[config.mk]
export PLATFORM = sky130hd
export DESIGN_NAME = apb_bus_arbiter
export DESIGN_NICKNAME = d
export VERILOG_FILES = /design/src/rtl/apb_pkg.sv /design/src/rtl/apb_arb_picker.sv /design/src/rtl/apb_bus_arbiter.sv
export SDC_FILE = /design/constraint.sdc
export NUM_CORES = 1
export LEC_CHECK = 0
export ABC_AREA = 0
export CAP_MARGIN = 25
export CORE_AREA = 5 5 161 163
export DETAILED_ROUTE_END_ITERATION = 10
export DIE_AREA = 0 0 166 168
export DONT_BUFFER_PORTS = 1
export SLEW_MARGIN = 20
export SYNTH_ARGS = -nofsm -noshare
export SYNTH_HDL_FRONTEND = slang
export SYNTH_SLANG_ARGS = --single-unit
[constraint.sdc]
create_clock -name pclk -period 2.4 [get_ports pclk]
set_clock_uncertainty 0.05 [all_clocks]
set_input_delay 0.48 -clock pclk [delete_from_list [all_inputs] [get_ports pclk]]
set_output_delay 0.48 -clock pclk [all_outputs]
set_load 0.02 [all_outputs]
[src/rtl/apb_pkg.sv]
// rtl/apb_pkg.sv - shared arbiter state type and strobe-width helpers
package apb_pkg;

  typedef enum logic [1:0] {
    IDLE = 2'd0,
    BUSY = 2'd1,
    GAP  = 2'd2
  } arb_state_e;

  localparam int BYTE_BITS = 8;

  function automatic int strb_width(input int data_width);
    return data_width / BYTE_BITS;
  endfunction

  // An all-zero strobe marks a read transfer.
  localparam logic READ_WHEN_STRB_ZERO = 1'b1;

endpackage

[src/rtl/apb_arb_picker.sv]
// rtl/apb_arb_picker.sv - combinational winner search; ARB_FIXED_PRIO_EN selects fixed priority
module apb_arb_picker #(
  parameter  int NUM_REQ = 4,
  localparam int IDW     = $clog2(NUM_REQ)
) (
  input  logic [NUM_REQ-1:0] req_i,
  input  logic [IDW-1:0]     rr_ptr_i,
  output logic [IDW-1:0]     winner_o,
  output logic               valid_o
);

`ifdef ARB_FIXED_PRIO_EN
  logic unused_ptr;
  assign unused_ptr = ^rr_ptr_i;

  // Descending scan so the lowest requesting index is written last.
  always_comb begin
    valid_o  = 1'b0;
    winner_o = '0;
    for (int k = NUM_REQ - 1; k >= 0; k--) begin
      if (req_i[k]) begin
        valid_o  = 1'b1;
        winner_o = IDW'(k);
      end
    end
  end
`else
  always_comb begin
    int             pos;
    logic [IDW-1:0] idx;
    valid_o  = 1'b0;
    winner_o = '0;
    pos      = 0;
    idx      = '0;
    for (int k = 0; k < NUM_REQ; k++) begin
      pos = int'(rr_ptr_i) + k;
      if (pos >= NUM_REQ) pos = pos - NUM_REQ;
      idx = IDW'(pos);
      if (!valid_o && req_i[idx]) begin
        valid_o  = 1'b1;
        winner_o = idx;
      end
    end
  end
`endif

endmodule

[src/rtl/apb_bus_arbiter.sv]
// rtl/apb_bus_arbiter.sv - one-transfer-per-grant arbiter in front of an APB requester
// Build option: ARB_FIXED_PRIO_EN (fixed priority, rr pointer held at 0).
module apb_bus_arbiter
  import apb_pkg::*;
#(
  parameter  int NUM_REQ    = 4,
  parameter  int ADDR_WIDTH = 32,
  parameter  int DATA_WIDTH = 32,
  localparam int STRB       = strb_width(DATA_WIDTH),
  localparam int IDW        = $clog2(NUM_REQ)
) (
  input  logic                       pclk,
  input  logic                       presetn,
  input  logic [NUM_REQ-1:0]         req_ena,
  input  logic [NUM_REQ*STRB-1:0]    req_wstb,
  input  logic [NUM_REQ*ADDR_WIDTH-1:0] req_addr,
  input  logic [NUM_REQ*DATA_WIDTH-1:0] req_wdata,
  output logic [NUM_REQ-1:0]         req_ready,
  output logic [DATA_WIDTH-1:0]      req_rdata,
  output logic                       req_slverr,
  output logic                       m_ena,
  output logic [STRB-1:0]            m_wstb,
  output logic [ADDR_WIDTH-1:0]      m_addr,
  output logic [DATA_WIDTH-1:0]      m_wdata,
  input  logic                       m_ready,
  input  logic [DATA_WIDTH-1:0]      m_rdata,
  input  logic                       m_slverr,
  output logic [IDW-1:0]             grant_id,
  output logic                       busy
);

  arb_state_e              state_q, state_d;
  logic [IDW-1:0]          rr_ptr_q, rr_ptr_d;
  logic [IDW-1:0]          grant_q, grant_d;
  logic                    m_ena_q, m_ena_d;
  logic [STRB-1:0]         wstb_q, wstb_d;
  logic [ADDR_WIDTH-1:0]   addr_q, addr_d;
  logic [DATA_WIDTH-1:0]   wdata_q, wdata_d;
  logic                    is_read_q, is_read_d;
  logic [NUM_REQ-1:0]      ready_q, ready_d;
  logic [DATA_WIDTH-1:0]   rdata_q, rdata_d;
  logic                    slverr_q, slverr_d;

  logic [IDW-1:0]          win_idx;
  logic                    win_valid;

  logic [STRB-1:0]         wstb_a  [NUM_REQ];
  logic [ADDR_WIDTH-1:0]   addr_a  [NUM_REQ];
  logic [DATA_WIDTH-1:0]   wdata_a [NUM_REQ];

  for (genvar g = 0; g < NUM_REQ; g++) begin : g_unpack
    assign wstb_a[g]  = req_wstb[g*STRB +: STRB];
    assign addr_a[g]  = req_addr[g*ADDR_WIDTH +: ADDR_WIDTH];
    assign wdata_a[g] = req_wdata[g*DATA_WIDTH +: DATA_WIDTH];
  end

  apb_arb_picker #(.NUM_REQ(NUM_REQ)) u_picker (
    .req_i    (req_ena),
    .rr_ptr_i (rr_ptr_q),
    .winner_o (win_idx),
    .valid_o  (win_valid)
  );

  always_comb begin
    state_d   = state_q;
    rr_ptr_d  = rr_ptr_q;
    grant_d   = grant_q;
    m_ena_d   = m_ena_q;
    wstb_d    = wstb_q;
    addr_d    = addr_q;
    wdata_d   = wdata_q;
    is_read_d = is_read_q;
    ready_d   = '0;
    rdata_d   = rdata_q;
    slverr_d  = slverr_q;
    case (state_q)
      IDLE: begin
        if (win_valid) begin
          grant_d   = win_idx;
          wstb_d    = wstb_a[win_idx];
          addr_d    = addr_a[win_idx];
          wdata_d   = wdata_a[win_idx];
          is_read_d = (~|wstb_a[win_idx]) == READ_WHEN_STRB_ZERO;
          m_ena_d   = 1'b1;
          state_d   = BUSY;
        end
      end
      BUSY: begin
        // Client-side inputs are not looked at here: payload is frozen until completion.
        if (m_ready) begin
          m_ena_d          = 1'b0;
          ready_d[grant_q] = 1'b1;
          slverr_d         = m_slverr;
          if (is_read_q) rdata_d = m_rdata;
`ifdef ARB_FIXED_PRIO_EN
          rr_ptr_d = '0;
`else
          rr_ptr_d = (grant_q == IDW'(NUM_REQ - 1)) ? '0 : grant_q + 1'b1;
`endif
          state_d = GAP;
        end
      end
      GAP:     state_d = IDLE;
      default: state_d = IDLE;
    endcase
  end

  always_ff @(posedge pclk or negedge presetn) begin
    if (!presetn) begin
      state_q   <= IDLE;
      rr_ptr_q  <= '0;
      grant_q   <= '0;
      m_ena_q   <= 1'b0;
      wstb_q    <= '0;
      addr_q    <= '0;
      wdata_q   <= '0;
      is_read_q <= 1'b0;
      ready_q   <= '0;
      rdata_q   <= '0;
      slverr_q  <= 1'b0;
    end else begin
      state_q   <= state_d;
      rr_ptr_q  <= rr_ptr_d;
      grant_q   <= grant_d;
      m_ena_q   <= m_ena_d;
      wstb_q    <= wstb_d;
      addr_q    <= addr_d;
      wdata_q   <= wdata_d;
      is_read_q <= is_read_d;
      ready_q   <= ready_d;
      rdata_q   <= rdata_d;
      slverr_q  <= slverr_d;
    end
  end

  assign req_ready  = ready_q;
  assign req_rdata  = rdata_q;
  assign req_slverr = slverr_q;
  assign m_ena      = m_ena_q;
  assign m_wstb     = wstb_q;
  assign m_addr     = addr_q;
  assign m_wdata    = wdata_q;
  assign grant_id   = grant_q;
  assign busy       = (state_q != IDLE);

endmodule

-- After elaboration in Yosys (flattened, before gate mapping)
Cells that the tools add are included.
- flip-flop bits (word level): 113
- bits of input ports: 312
- output and inout bits: 109
- logic and storage cells: 92
- $add $sub $neg: 8
- magnitude comparators: 11
- eq/ne operators: 4
- muxes and demuxes: 40
- bitwise gates (word level): 1
- reduce and logical (&&, ||, !) cells: 17
- operators with widths (operator ; number):
    $bmux 32 s2 ; 2
    $mux 32 ; 4
    $mux 2 ; 11
    $mux 4 ; 4
    $lt 2x3->1 const B ; 5
    $ge 3x3->1 const B ; 4
    $mux 1 ; 11
    $bmux 1 s2 ; 4
    $bmux 4 s2 ; 1
    $sub 2x1->2 const B ; 4
    $add 2x2->3 const B ; 2
    $reduce_and 2->1 ; 3
    $reduce_and 3->1 ; 2
    $logic_and 1x1->1 ; 4
    $logic_not 1->1 ; 4
    $pmux 2 s2 ; 1
    $reduce_bool 2->1 ; 2
    $reduce_or 4->1 ; 1
    $add 2x1->3 const B ; 1
    $ge 2x3->1 const B ; 1
    $not 2->3 ; 1
    $add 2x1->2 const B ; 1
    $demux 1 s2 ; 1
    $eq 2x1->1 const B ; 1
    6 further kinds ; 6

-- Depth between registers and ports, before layout
- depth in word-level cells: 20
- depth in mapped cells: 9
- gate-level depth less buffers: 6

-- Cells and area by module
A second synthesis with hierarchy kept.
- cells, all modules: 353
- area total of the unflattened synthesis: 6150.9 µm²
- by module, submodules not included (module ; instances ; cells an instance ; area an instance (µm²)):
    apb_bus_arbiter ; 1 ; 338 ; 6073.3
    apb_arb_picker ; 1 ; 15 ; 77.6

-- Worst setup path before layout
No wires, ideal clock.
- path kind: in2reg
- start point: input port req_ena[1]
- end point: register addr_q[10] (netlist: m_addr[10])
- arrival: 1773 ps
- required time: 2232 ps
- slack: 459 ps
- stages: 8
- path buffers: 2
- cells stage by stage: nand2b_1 -> o221ai_4 -> nand2_1 -> buf_4 -> clkbuf_4 -> a211oi_2 -> a311oi_1 -> a21o_1
- word-level cells in the longest chain between the ends: 16
- elaborated cells on any way between the ends: 27
- ends and longest elaborated chain (what ; line ; RTL):
    start, declared ; apb_bus_arbiter.sv:14 ; input logic [NUM_REQ-1:0] req_ena,
    $bmux 1 s2 ; apb_arb_picker.sv:39 ; if (!valid_o && req_i[idx]) begin
    $mux 1 (implied by the code) ; apb_arb_picker.sv:39 ;
    $mux 1 ; apb_arb_picker.sv:39 ;
    $logic_not 1->1 ; apb_arb_picker.sv:39 ;
    $logic_and 1x1->1 ; apb_arb_picker.sv:39 ;
    $mux 1 ; apb_arb_picker.sv:39 ;
    $logic_not 1->1 ; apb_arb_picker.sv:39 ;
    $logic_and 1x1->1 ; apb_arb_picker.sv:39 ;
    $mux 1 ; apb_arb_picker.sv:39 ;
    $logic_not 1->1 ; apb_arb_picker.sv:39 ;
    $logic_and 1x1->1 ; apb_arb_picker.sv:39 ;
    $mux 2 ; apb_arb_picker.sv:39 ;
    $not 2->3 (implied by the code) ; apb_bus_arbiter.sv:81 ; addr_d = addr_a[win_idx];
    $bmux 32 s2 ; apb_bus_arbiter.sv:81 ;
    $mux 32 (implied by the code) (2 in a row) ; apb_bus_arbiter.sv:81 ;
    end signal, assigned ; apb_bus_arbiter.sv:127 ; addr_q <= addr_d;
    end, declared ; apb_bus_arbiter.sv:37 ; logic [ADDR_WIDTH-1:0] addr_q, addr_d;
Several ways; a longest one is shown, not always the timed one. The select of a mux whose other input is x is not followed.
A chain may end at the register's enable or synchronous reset.

-- Worst setup path in the final report
- start point: register rr_ptr_q[0]
- end point: register wdata_q[4] (netlist: m_wdata[4])
- word-level cells in the longest chain between the ends: 18
- elaborated cells on any way between the ends: 42
- ends and longest elaborated chain (what ; line ; RTL):
    start, declared ; apb_bus_arbiter.sv:33 ; logic [IDW-1:0] rr_ptr_q, rr_ptr_d;
    start signal, assigned ; apb_bus_arbiter.sv:123 ; rr_ptr_q <= rr_ptr_d;
    branches (longest 18 deep; another with $add 2x1->3) ; n/a ;
    end signal, assigned ; apb_bus_arbiter.sv:128 ; wdata_q <= wdata_d;
    end, declared ; apb_bus_arbiter.sv:38 ; logic [DATA_WIDTH-1:0] wdata_q, wdata_d;
Several ways; the timed one is not identified. The select of a mux whose other input is x is not followed.

==> out/results.tsv <==
stage	metric	value	unit
synthesis	Synth cell types	32	
floorplanning	num ports	421	
flow_run	maxcap violations	0	
critical_path	Worst Path Arrival	2430	ps
timing	setup ws final	214	ps
power	P_leak	3.76	nW
clock_tree	clk slew on worst S/H paths	70	ps
clock_tree	CTS buffer count	17	
cells_and_area	final non-filler cell total	1013	
critical_path	CP Cell Sequence	nand2b_1 -> a21o_2 -> buf_4 -> buf_12 -> and3_1 -> a211oi_2 -> buf_4 -> a311oi_1 -> a21o_1	
power	Sw Share	45.0	%
critical_path	Startpoint Class	flop	
critical_path	Critical-path top delay cell	dfrtp_1	
critical_path	R2R setup slack	210	ps
place	gpl congestion	0.853	
clock_tree	setup bufs post-CTS	0	
floorplanning	die height	168	µm
route	vias per cell	5.58	
grt	number of global-route vias before repair	5806	
synthesis	post-synth top area cell	dfrtp_1	
critical_path	Critical Path Fanout Max	27	
route	Initial DRC Count	369	
place	pre-CTS WS	60.1	ps
route	Routed WL	23400	µm
critical_path	Setup crit end kind	flop	
power	internal power	6.11	mW
worst_hold_path	Hold WC Path Type	in2async	
clock_tree	CTS tree	done	
grt	gr usage total	16.2	%
timing	Slew Viols, Final	0	
grt	first-pass GRT wire length	36000	µm
synthesis	register area share after synthesis	42.9	%
critical_path	R2R depth	9	
timing	Tightest Pin Transition	395	ps
power	PD cells	1420	nW/µm²
floorplanning	die extent in x	166	µm
power	clock share of power	23.3	%
power	Comb power frac	35.8	%
cells_and_area	post-route design area	7830	µm²
synthesis	Post-synth top cells	nand2_1, dfrtp_1, and3_1, a21o_1, a311oi_1	
timing	f_max	0.457	GHz
clock_tree	H-tree depth	4	
place	Port Buffer Count	0	
timing	RSZ-0062 raised after global routing	false	
clock_tree	clock latency on the worst-skew pair	410	ps
power	total power	11.1	mW
synthesis	flops & latches, synth	113	
grt	number of antenna violations at the first check in global routing	1	
route	drt drc	0	
floorplanning	starting density of the core	27.3	%
synthesis	most common cell in the netlist	nand2_1	
critical_path	most used cell, CP	buf_4	
route	wire per inst	23.1	µm
synthesis	Synth Instances	674	
timing	fin crit period	2190	ps
cells_and_area	fill count	2489	
route	DR pass1 iterations	5	
timing	Slew HR	73.7	%
floorplanning	Rows	57	
power	Switch Pwr	5.01	mW
synthesis	Avg Cell Area, Syn	9.79	µm²
run_status	status	finished, violations left	
synthesis	Synth top area share	42.9	%
critical_path	Worst EP required	2640	ps
critical_path	critical path type	reg2reg	
route	via count	5651	
cells_and_area	# nets final	991	
synthesis	asr flop ratio synth	100	%
power	Flop pwr share	41.0	%
power	VDD IR max	0.473	mV
cells_and_area	share of cells above drive strength 1	23.4	%
synthesis	Synth area leaders	dfrtp_1, a311oi_1, nand2_1	
cells_and_area	fin util	32.4	%
timing	crit share post-route	91.1	%
synthesis	Yosys warning count	0	
grt	largest net degree at the start of global routing	114	
synthesis	dominant synthesized flop cell	dfrtp_1	
synthesis	syn_nets	990	
place	HPWL after DPL	18200	µm
clock_tree	Clock Path Buffers	2	
synthesis	Syn Std Cell Area	6600	µm²
critical_path	Slowest Stage Delay on Critical Path	370	ps
grt	GR Overflow Total	0	
timing	TNS Setup	0	ps
timing	final setup vio count	0	
place	placed cells	980	
synthesis	Post-synth EDFFs	0	
timing	WHS	-297	ps
timing	final hold vios	113	
clock_tree	clk root buf	clkbuf_16	
floorplanning	Core Box Area	24200	µm²
place	Placed Area	7230	µm²
run_status	failing checks	negative hold slack	
cells_and_area	Area Growth Syn to Fin	18.6	%
clock_tree	Sink Count	113	
route	post-route ant nets	0	
floorplanning	Die ar.	27900	µm²
==> sequential cells by signal (all words and copies together) (netlist names) <==
name        cells
m_addr         32
m_wdata        32
req_rdata      32
m_wstb          4
req_ready       4
grant_id        2
rr_ptr_q        2
state_q         2
is_read_q       1
m_ena           1
req_slverr      1
==> layer usage <==
layer / vias up / part of all wire [%] / GRT usage, %
met3: 24 / 8.3 / 5.30
met1: 2786 / 38 / 18.9
met5: - / 0.056 / 0
li1: 2520 / - / -
met2: 319 / 52 / 28.6
met4: 2 / 1.6 / 4.77
==> power by group through the flow <==
stage	Sequential [mW]	Combinational, mW	Clock (mW)
after global routing	4.66	4.38	2.79
final	4.55	3.97	2.59
after global placement	4.59	3.90	0
after detailed placement	4.60	3.98	0
after CTS	4.58	3.99	2.68
after floorplan	4.29	2.88	0
==> area by class of cell <==
class                      count  area, µm²  share of cell area [%]
multi-input combinational    484       3410                    43.5
sequential                   113       2830                    36.1
timing repair buffer          52        566                    7.23
clock buffer                  17        425                    5.44
tap                          324        405                    5.18
clock inverter                15        166                    2.13
inverter                       7       26.3                   0.336
antenna                        1       2.50                  0.0320
==> placed cells by master (no fill, tap or decap), drive strengths merged, types with 3 or more instances in the layout <==
cell type	count
nand2	148
dfrtp	113
a211oi	72
and3	70
a21o	65
a311oi	64
buf	52
mux2	34
clkbuf	17
inv	17
and2	6
ha	4
o31ai	3
clkinvlp	3
nand2b	3
==> critical path, delay by kind of cell (launching register included) <==
| family | cells | cell delay (ps) |
|---|---|---|
| flops | 1 | 370 |
| simple gates | 2 | 340 |
| buf+inv | 3 | 520 |
| compound gates | 4 | 790 |
==> cell families (layout without fill, tap and decap cells) <==
family | Yosys count | after routing | share of synthesized area (%)
compound gates | 214 | 214 | 28.3
simple gates | 232 | 232 | 16.4
flops | 113 | 113 | 42.9
fa+ha+maj | 4 | 4 | 0.759
buf+inv | 77 | 91 | 5.96
other cells | 0 | 1 | 0
mux | 34 | 34 | 5.80
==> what timing repair did <==
item,4_1_cts,5_1_grt
gates resized for setup,0,1
setup endpoints to repair,0,1
endpoints found under the hold margin,113,113
==> worst paths after layout <==
check	from	endpoint
min in group pclk	m_ready	state_q[0]
max in group asynchronous	presetn	m_wdata[20]
setup / recovery	rr_ptr_q[0]	m_wdata[4]
hold reg to reg	state_q[1]	state_q[0]
hold / removal	presetn	req_rdata[30]
setup reg to reg	rr_ptr_q[0]	m_wdata[4]
Note: power is estimated with default switching activity, not from simulation.
